$ cat src/rtl/pipelined_adder_pkg.sv
// rtl/pipelined_adder_pkg.sv - shared defaults for the pipelined adder
package pipelined_adder_pkg;

    localparam int PA_WIDTH  = 16;
    localparam int PA_STAGES = 4;

endpackage

$ cat src/rtl/pipelined_adder_slice.sv
// rtl/pipelined_adder_slice.sv - combinational ripple-carry slice built from full-adder cells
module fulladder (
    input  logic a,
    input  logic b,
    input  logic cin,
    output logic s,
    output logic cout
);

    assign s    = a ^ b ^ cin;
    assign cout = (a & b) | (cin & (a ^ b));

endmodule

module adder_slice #(
    parameter int CW = 4
) (
    output logic [CW-1:0] s,
    output logic          cout,
    output logic          c_msb_in,
    input  logic [CW-1:0] a,
    input  logic [CW-1:0] b,
    input  logic          cin
);

    logic [CW:0] w_c;

    assign w_c[0] = cin;

    for (genvar i = 0; i < CW; i++) begin : g_fa
        fulladder u_fa (
            .a    (a[i]),
            .b    (b[i]),
            .cin  (w_c[i]),
            .s    (s[i]),
            .cout (w_c[i+1])
        );
    end

    // The carry into the top cell is exposed so the final slice can form signed overflow.
    assign cout     = w_c[CW];
    assign c_msb_in = w_c[CW-1];

endmodule

$ cat src/rtl/pipelined_adder.sv
// rtl/pipelined_adder.sv - WIDTH-bit add/subtract split into STAGES carry-chained pipeline slices
module pipelined_adder
    import pipelined_adder_pkg::*;
#(
    parameter int WIDTH  = PA_WIDTH,
    parameter int STAGES = PA_STAGES
) (
    input  logic             clk,
    input  logic             rst_n,
    input  logic             in_valid,
    output logic             in_ready,
    input  logic [WIDTH-1:0] a,
    input  logic [WIDTH-1:0] b,
    input  logic             cin,
    input  logic             sub,
    output logic             out_valid,
    input  logic             out_ready,
    output logic [WIDTH-1:0] sum,
    output logic             cout,
    output logic             ovf
);

    localparam int CW = WIDTH / STAGES;

    // Per-stage state: operand skew (unprocessed high bits, right-aligned so the
    // next slice always reads bits [CW-1:0]), de-skewed partial sum, carry, valid.
    logic [WIDTH-1:0]  r_a   [STAGES];
    logic [WIDTH-1:0]  r_b   [STAGES];
    logic [WIDTH-1:0]  r_sum [STAGES];
    logic [STAGES-1:0] r_c;
    logic [STAGES-1:0] r_v;
    logic              r_ovf;

    logic [CW-1:0]     w_sa  [STAGES];
    logic [CW-1:0]     w_sb  [STAGES];
    logic [CW-1:0]     w_s   [STAGES];
    logic              w_cm  [STAGES];
    logic [STAGES-1:0] w_ci;
    logic [STAGES-1:0] w_co;
    logic [STAGES-1:0] w_vin;
    logic [WIDTH-1:0]  w_b_eff;
    logic              w_adv;

    // The whole pipe moves together; a stalled output freezes every stage.
    assign w_adv     = !r_v[STAGES-1] || out_ready;
    assign in_ready  = w_adv;
    assign out_valid = r_v[STAGES-1];
    assign sum       = r_sum[STAGES-1];
    assign cout      = r_c[STAGES-1];
    assign ovf       = r_ovf;

    // Select slice operands: stage 0 reads the ports, later stages read the skew registers.
    always_comb begin
        w_b_eff  = sub ? ~b : b;
        w_sa[0]  = a[CW-1:0];
        w_sb[0]  = w_b_eff[CW-1:0];
        w_ci[0]  = sub | cin;
        w_vin[0] = in_valid;
        for (int k = 1; k < STAGES; k++) begin
            w_sa[k]  = r_a[k-1][CW-1:0];
            w_sb[k]  = r_b[k-1][CW-1:0];
            w_ci[k]  = r_c[k-1];
            w_vin[k] = r_v[k-1];
        end
    end

    for (genvar k = 0; k < STAGES; k++) begin : g_slice
        adder_slice #(
            .CW (CW)
        ) u_slice (
            .s        (w_s[k]),
            .cout     (w_co[k]),
            .c_msb_in (w_cm[k]),
            .a        (w_sa[k]),
            .b        (w_sb[k]),
            .cin      (w_ci[k])
        );
    end

    // Advance the pipeline; data registers only load behind a valid op so that
    // garbage on idle inputs never reaches the presented result.
    always_ff @(posedge clk) begin
        if (!rst_n) begin
            for (int k = 0; k < STAGES; k++) begin
                r_a[k]   <= '0;
                r_b[k]   <= '0;
                r_sum[k] <= '0;
            end
            r_c   <= '0;
            r_v   <= '0;
            r_ovf <= 1'b0;
        end else if (w_adv) begin
            r_v <= w_vin;
            if (w_vin[0]) begin
                r_a[0]   <= a >> CW;
                r_b[0]   <= w_b_eff >> CW;
                r_sum[0] <= WIDTH'(w_s[0]);
                r_c[0]   <= w_co[0];
            end
            for (int k = 1; k < STAGES; k++) begin
                if (w_vin[k]) begin
                    r_a[k]   <= r_a[k-1] >> CW;
                    r_b[k]   <= r_b[k-1] >> CW;
                    r_sum[k] <= r_sum[k-1] | (WIDTH'(w_s[k]) << (k * CW));
                    r_c[k]   <= w_co[k];
                end
            end
            if (w_vin[STAGES-1]) begin
                r_ovf <= w_cm[STAGES-1] ^ w_co[STAGES-1];
            end
        end
    end

endmodule
$ cat config.mk
export PLATFORM = sky130hd
export DESIGN_NAME = pipelined_adder
export DESIGN_NICKNAME = d
export VERILOG_FILES = /design/src/rtl/pipelined_adder_pkg.sv /design/src/rtl/pipelined_adder_slice.sv /design/src/rtl/pipelined_adder.sv
export SDC_FILE = /design/constraint.sdc
export NUM_CORES = 1
export LEC_CHECK = 0
export CAP_MARGIN = 20
export CORE_ASPECT_RATIO = 0.75
export CORE_MARGIN = 2
export CORE_UTILIZATION = 50
export DETAILED_ROUTE_END_ITERATION = 6
export GPL_ROUTABILITY_DRIVEN = 0
export PLACE_DENSITY = 0.74
export SYNTH_ARGS = -nofsm -noshare
export SYNTH_HDL_FRONTEND = slang
export SYNTH_SLANG_ARGS = --single-unit
$ cat constraint.sdc
create_clock -name clk -period 4.7 [get_ports clk]
set_clock_uncertainty 0.1 [all_clocks]
set_input_delay 0.94 -clock clk [delete_from_list [all_inputs] [get_ports clk]]
set_output_delay 0.94 -clock clk [all_outputs]
set_load 0.03 [all_outputs]
**Yosys cells after proc, flatten, opt, wreduce, memory -nomap -nowiden**

Memory sizes are Yosys's and may differ from the RTL's.
Cells that the tools add are included.
Widths: inputs -> output; s select.

- Bitwise logic cells: 98
- Reduce and logical (&&, ||, !) cells: 6
- Multiplexer cells: 30

Operators by type and width:

| operator | count |
|---|---|
| $mux 12 | 8 |
| $mux 16 | 5 |
| $xor 1x1->1 | 33 |
| $and 1x1->1 | 32 |
| $or 1x1->1 | 29 |
| $mux 1 | 17 |
| $not 16->16 | 1 |
| $or 16x12->16 | 1 |
| $or 16x16->16 | 1 |
| $or 16x8->16 | 1 |
| $reduce_and 2->1 | 4 |
| $logic_not 1->1 | 1 |
| $logic_or 1x1->1 | 1 |

- RAM bits: 160
- Output and inout bits: 20
- Word-level logic and storage cells: 143
- Input bits: 38
- Register bits after elaboration: 9
- Memories: 3

Memories:

| name | depth | bits a word | rd ports | clocked after memory_dff | wr ports | RTL line | source |
|---|---|---|---|---|---|---|---|
| r_sum | 4 | 16 | 4 | 0 | 4 | pipelined_adder.sv:29 | `logic [WIDTH-1:0] r_sum [STAGES];` |
| r_a | 4 | 12 | 3 | 0 | 4 | pipelined_adder.sv:27 | `logic [WIDTH-1:0] r_a [STAGES];` |
| r_b | 4 | 12 | 3 | 0 | 4 | pipelined_adder.sv:28 | `logic [WIDTH-1:0] r_b [STAGES];` |

**Logic depth before layout (Yosys ltp)**

- Depth in word-level cells: 11
- Mapped depth: 10
- Mapped depth without buffers: 9

**Hierarchy**

From an unflattened synthesis, not the netlist that was laid out.

- Cell total of the unflattened synthesis: 267
- Area, all modules: 4147.7 um^2

Modules (own cells, without submodules):

| module | cells an instance | instances | area each (um^2) |
|---|---|---|---|
| pipelined_adder | 251 | 1 | 3827.4 |
| fulladder | 1 | 16 | 20.0 |

**Worst setup path before layout**

Ideal clock, no wire load.

- Kind: in2reg
- Start point: in sub
- End point: mem r_sum[0][3] (netlist name), data pin
- Data arrival time: 3254 ps
- Slack: 1091 ps
- Required time: 4345 ps
- Stages on the path: 9
- Buffers on the path: 2
- Cells stage by stage: buf_2 -> buf_2 -> xnor2_1 -> fa_1 -> fa_1 -> fa_1 -> inv_1 -> fa_1 -> and2_1

RTL lines:

| item | RTL line | source |
|---|---|---|
| start: declaration | pipelined_adder.sv:15 | `input logic sub,` |
| end: declaration | pipelined_adder.sv:29 |  |

==> results_dict.tcl <==
set metrics [dict create \
    start_util 0.512 \
    syn_nets 362 \
    max_cap_violations 0 \
    yosysTopAreaCell "edfxtp_1" \
    hpwl_um 3960 \
    track_usage 0.127 \
    fin_crit_sh 0.789 \
    synth.area.mux_share 0.00232 \
    hold_class "reg2reg" \
    netlist_top_cells_count "88 x edfxtp_1, 57 x and2_1, 27 x inv_1" \
    wl_per_cell_um 12.1 \
    synth.distinct_cells 27 \
    grt-ovfl-total 0 \
    cp-end-kind "flop" \
    start_kind "primary input" \
    ys.flop_type "edfxtp_1" \
    drt_iter0_drc 31 \
    antenna_found_initial 0 \
    root_buffer "clkbuf_16" \
    cts.repair.resized 0 \
    die_area_mm2 0.00939 \
    seqPwrFrac 0.490 \
    netlist.area_leader.share 0.613 \
    synth_compound_area_frac 0.0165 \
    setup_viol 0 \
    clk_latency_ns 0.33 \
    reg2reg_depth 8 \
    synth_seq_area_share 0.655 \
    max-slew-margin-rel 0.362 \
    maxSlewViolCount 0 \
    cts_buffers 9 \
    ctsHoldBuffers 0 \
    worstPathArrival_ns 3.70 \
    endpoint "r_sum[0][3]" \
    fmax_mhz 270 \
    synth-adder-area-share 0.0743 \
    diodes 0 \
    pwr_density_cell_mw_per_mm2 395 \
    clk_pin_slew_ns 0.06 \
    yosys-top-cells-area "edfxtp_1 61%, and2_1 8.3%, fa_1 7.4%" \
    critical_path_class "in2reg" \
    grt_util_met3 0.0390 \
    synth-xor-area-share 0.0345 \
    rrSetupSlack_ns 2.22 \
    p_sw_frac 0.193 \
    fin_crit_ns 3.71 \
    cts_setup_buffers 0 \
    switching_power_mw 0.398 \
    power_mw 2.07 \
    status "complete, no violations" \
    yosysMostFrequentCell "edfxtp_1" \
    cts.sinks 97 \
    grt_pass1_wl_um 9240 \
    grt.met1_usage 0.169 \
    drc 0 \
    design_area_mm2 0.00524 \
    dpl-instance-area_mm2 0.00485 \
    die_w_um 111 \
    netlist_area_mm2 0.00431 \
    worst_slew_pin_slew_ns 0.954 \
    synth_top_family_by_area "simple AND/OR/NAND/NOR gates" \
    yosys.area_share.simple 0.149 \
    final_nets 405 \
    grt-busiest-layer "met2" \
    ant_nets 0 \
    async_reset_ff_frac 0 \
    synth-edff-count 88 \
    fin_tns_setup_ns 0 \
    reg2reg_from "r_a[0][24]" \
    synth-seq-cells 97 \
    crit_fanout 10 \
    yosysWarnings 0 \
    hold_depth 2 \
    firstDrtPassIters 4 \
    drt-total-wl_um 5630 \
    startpoint "sub" \
    critPathRequiredTime_ns 4.69 \
    core_mm2 0.00842 \
    die_y_um 84.4 \
    r2r_end "r_sum[0][63]" \
    drive_gt1_frac 0.0927 \
    num_rows 29 \
    clock_path_buffers 2 \
    combPwrFrac 0.082 \
    grt_pass1_vias 1930 \
    power.internal_mw 1.67 \
    io_buffers 57 \
    p_clk_frac 0.427 \
    vdd_drop_max_v 0.000172 \
    finalHoldViolations 0 \
    vias 2085 \
    p_leak_nw 2.01 \
    cts_tree "yes" \
    grt_max_degree 29 \
    met2_usage 0.196 \
    num_io_pins 58 \
    avgSynthCellArea_um2 14.0 \
    area_growth_pct 21.5 \
    via_per_inst 4.49 \
    synthCells 308 \
    n_fill_cell 644 \
    rsz0062_at_grt "no" \
    h-tree-depth 3 \
]
cell usage in the layout, fill, tap and decap left out:
| master | Yosys | layout |
|---|---|---|
| buf_8 | 0 | 1 |
| o211ai_1 | 1 | 1 |
| a311oi_1 | 3 | 3 |
| nor2b_4 | 1 | 1 |
| nor3_2 | 1 | 1 |
| inv_4 | 1 | 1 |
| nor2_1 | 22 | 22 |
| buf_4 | 16 | 1 |
| xor2_1 | 2 | 2 |
| inv_1 | 27 | 27 |
| dfxtp_1 | 9 | 9 |
| mux2i_1 | 1 | 1 |
| nand3_1 | 6 | 6 |
| and3_4 | 1 | 1 |
| and3_1 | 2 | 2 |
| clkbuf_16 | 0 | 9 |
| o21ai_1 | 0 | 1 |
| a21oi_1 | 4 | 4 |
| and2_4 | 10 | 10 |
| edfxtp_1 | 88 | 88 |
| bufinv_16 | 0 | 4 |
| clkinvlp_4 | 0 | 1 |
| fa_1 | 16 | 16 |
| clkbuf_8 | 0 | 1 |
| o31ai_1 | 1 | 1 |
| o21ai_0 | 2 | 1 |
| inv_6 | 0 | 1 |
| xnor2_1 | 15 | 15 |
| buf_6 | 2 | 1 |
| and2_1 | 57 | 57 |
| nand2_1 | 10 | 10 |
| clkdlybuf4s50_1 | 0 | 57 |
power by group through the flow:
stage | registers (mW) | clock network [mW] | logic (mW)
6_report | 1.01 | 0.884 | 0.170
5_1_grt | 1.02 | 0.935 | 0.191
4_1_cts | 1.01 | 0.898 | 0.172
3_5_place_dp | 1.03 | 0 | 0.171
3_3_place_gp | 1.03 | 0 | 0.167
2_1_floorplan | 1.03 | 0 | 0.110
registers in the layout, summed over array words and instances, names as in the netlist:
signal,flops
r_sum,40
ovf,1
r_v,4
r_c,4
r_a,24
r_b,24
per-layer routing:
layer  vias up  share of wire
li1       1084              -
met1       937           0.46
met2        61           0.46
met3         3          0.066
met4         0         0.0051
met5         -              0
critical path: stages:
cell	delay, ns
clkdlybuf4s50_1	0.77
xnor2_1	0.18
fa_1	0.43
fa_1	0.39
fa_1	0.38
inv_1	0.08
fa_1	0.39
and2_1	0.15
final cells by class:
| cell class | instances | area, um2 | share of cell area |
|---|---|---|---|
| repair buffers | 60 | 604 | 0.115 |
| clock inverters | 6 | 136 | 0.0260 |
| flip-flops and latches | 97 | 2820 | 0.539 |
| multi-input cells | 155 | 1190 | 0.228 |
| well taps | 108 | 135 | 0.0258 |
| inverters | 28 | 108 | 0.0205 |
| clock buffers | 10 | 239 | 0.0456 |
how the worst min path moves through the flow:
stage / start / end / slack, ns
global placement: r_c[0] / r_c[0] / 0.35
CTS: r_c[0] / r_c[0] / 0.37
detailed placement: r_c[0] / r_c[0] / 0.36
floorplan: r_c[0] / r_c[0] / 0.34
finish: r_c[0] / r_c[0] / 0.37
global route: r_c[0] / r_c[0] / 0.40
kinds of logic after synthesis:
logic type	Yosys count
fa+ha+maj	16
mux	1
xor+xnor	17
compound gates	11
simple gates	110
flops	97
buf+inv	56
stage by stage:
stage | instances | utilization | worst slack, ns | hold slack [ns]
4_1_cts | 463 | 0.620 | 0.982 | 0.370
6_report | 464 | 0.622 | 0.990 | 0.371
2_1_floorplan | 308 | - | 1.09 | 0.338
5_1_grt | 464 | 0.622 | 0.888 | 0.396
3_3_place_gp | 446 | 0.574 | 0.691 | 0.354
3_5_place_dp | 447 | 0.576 | 0.624 | 0.362
Power figures use the tool's default switching activity.
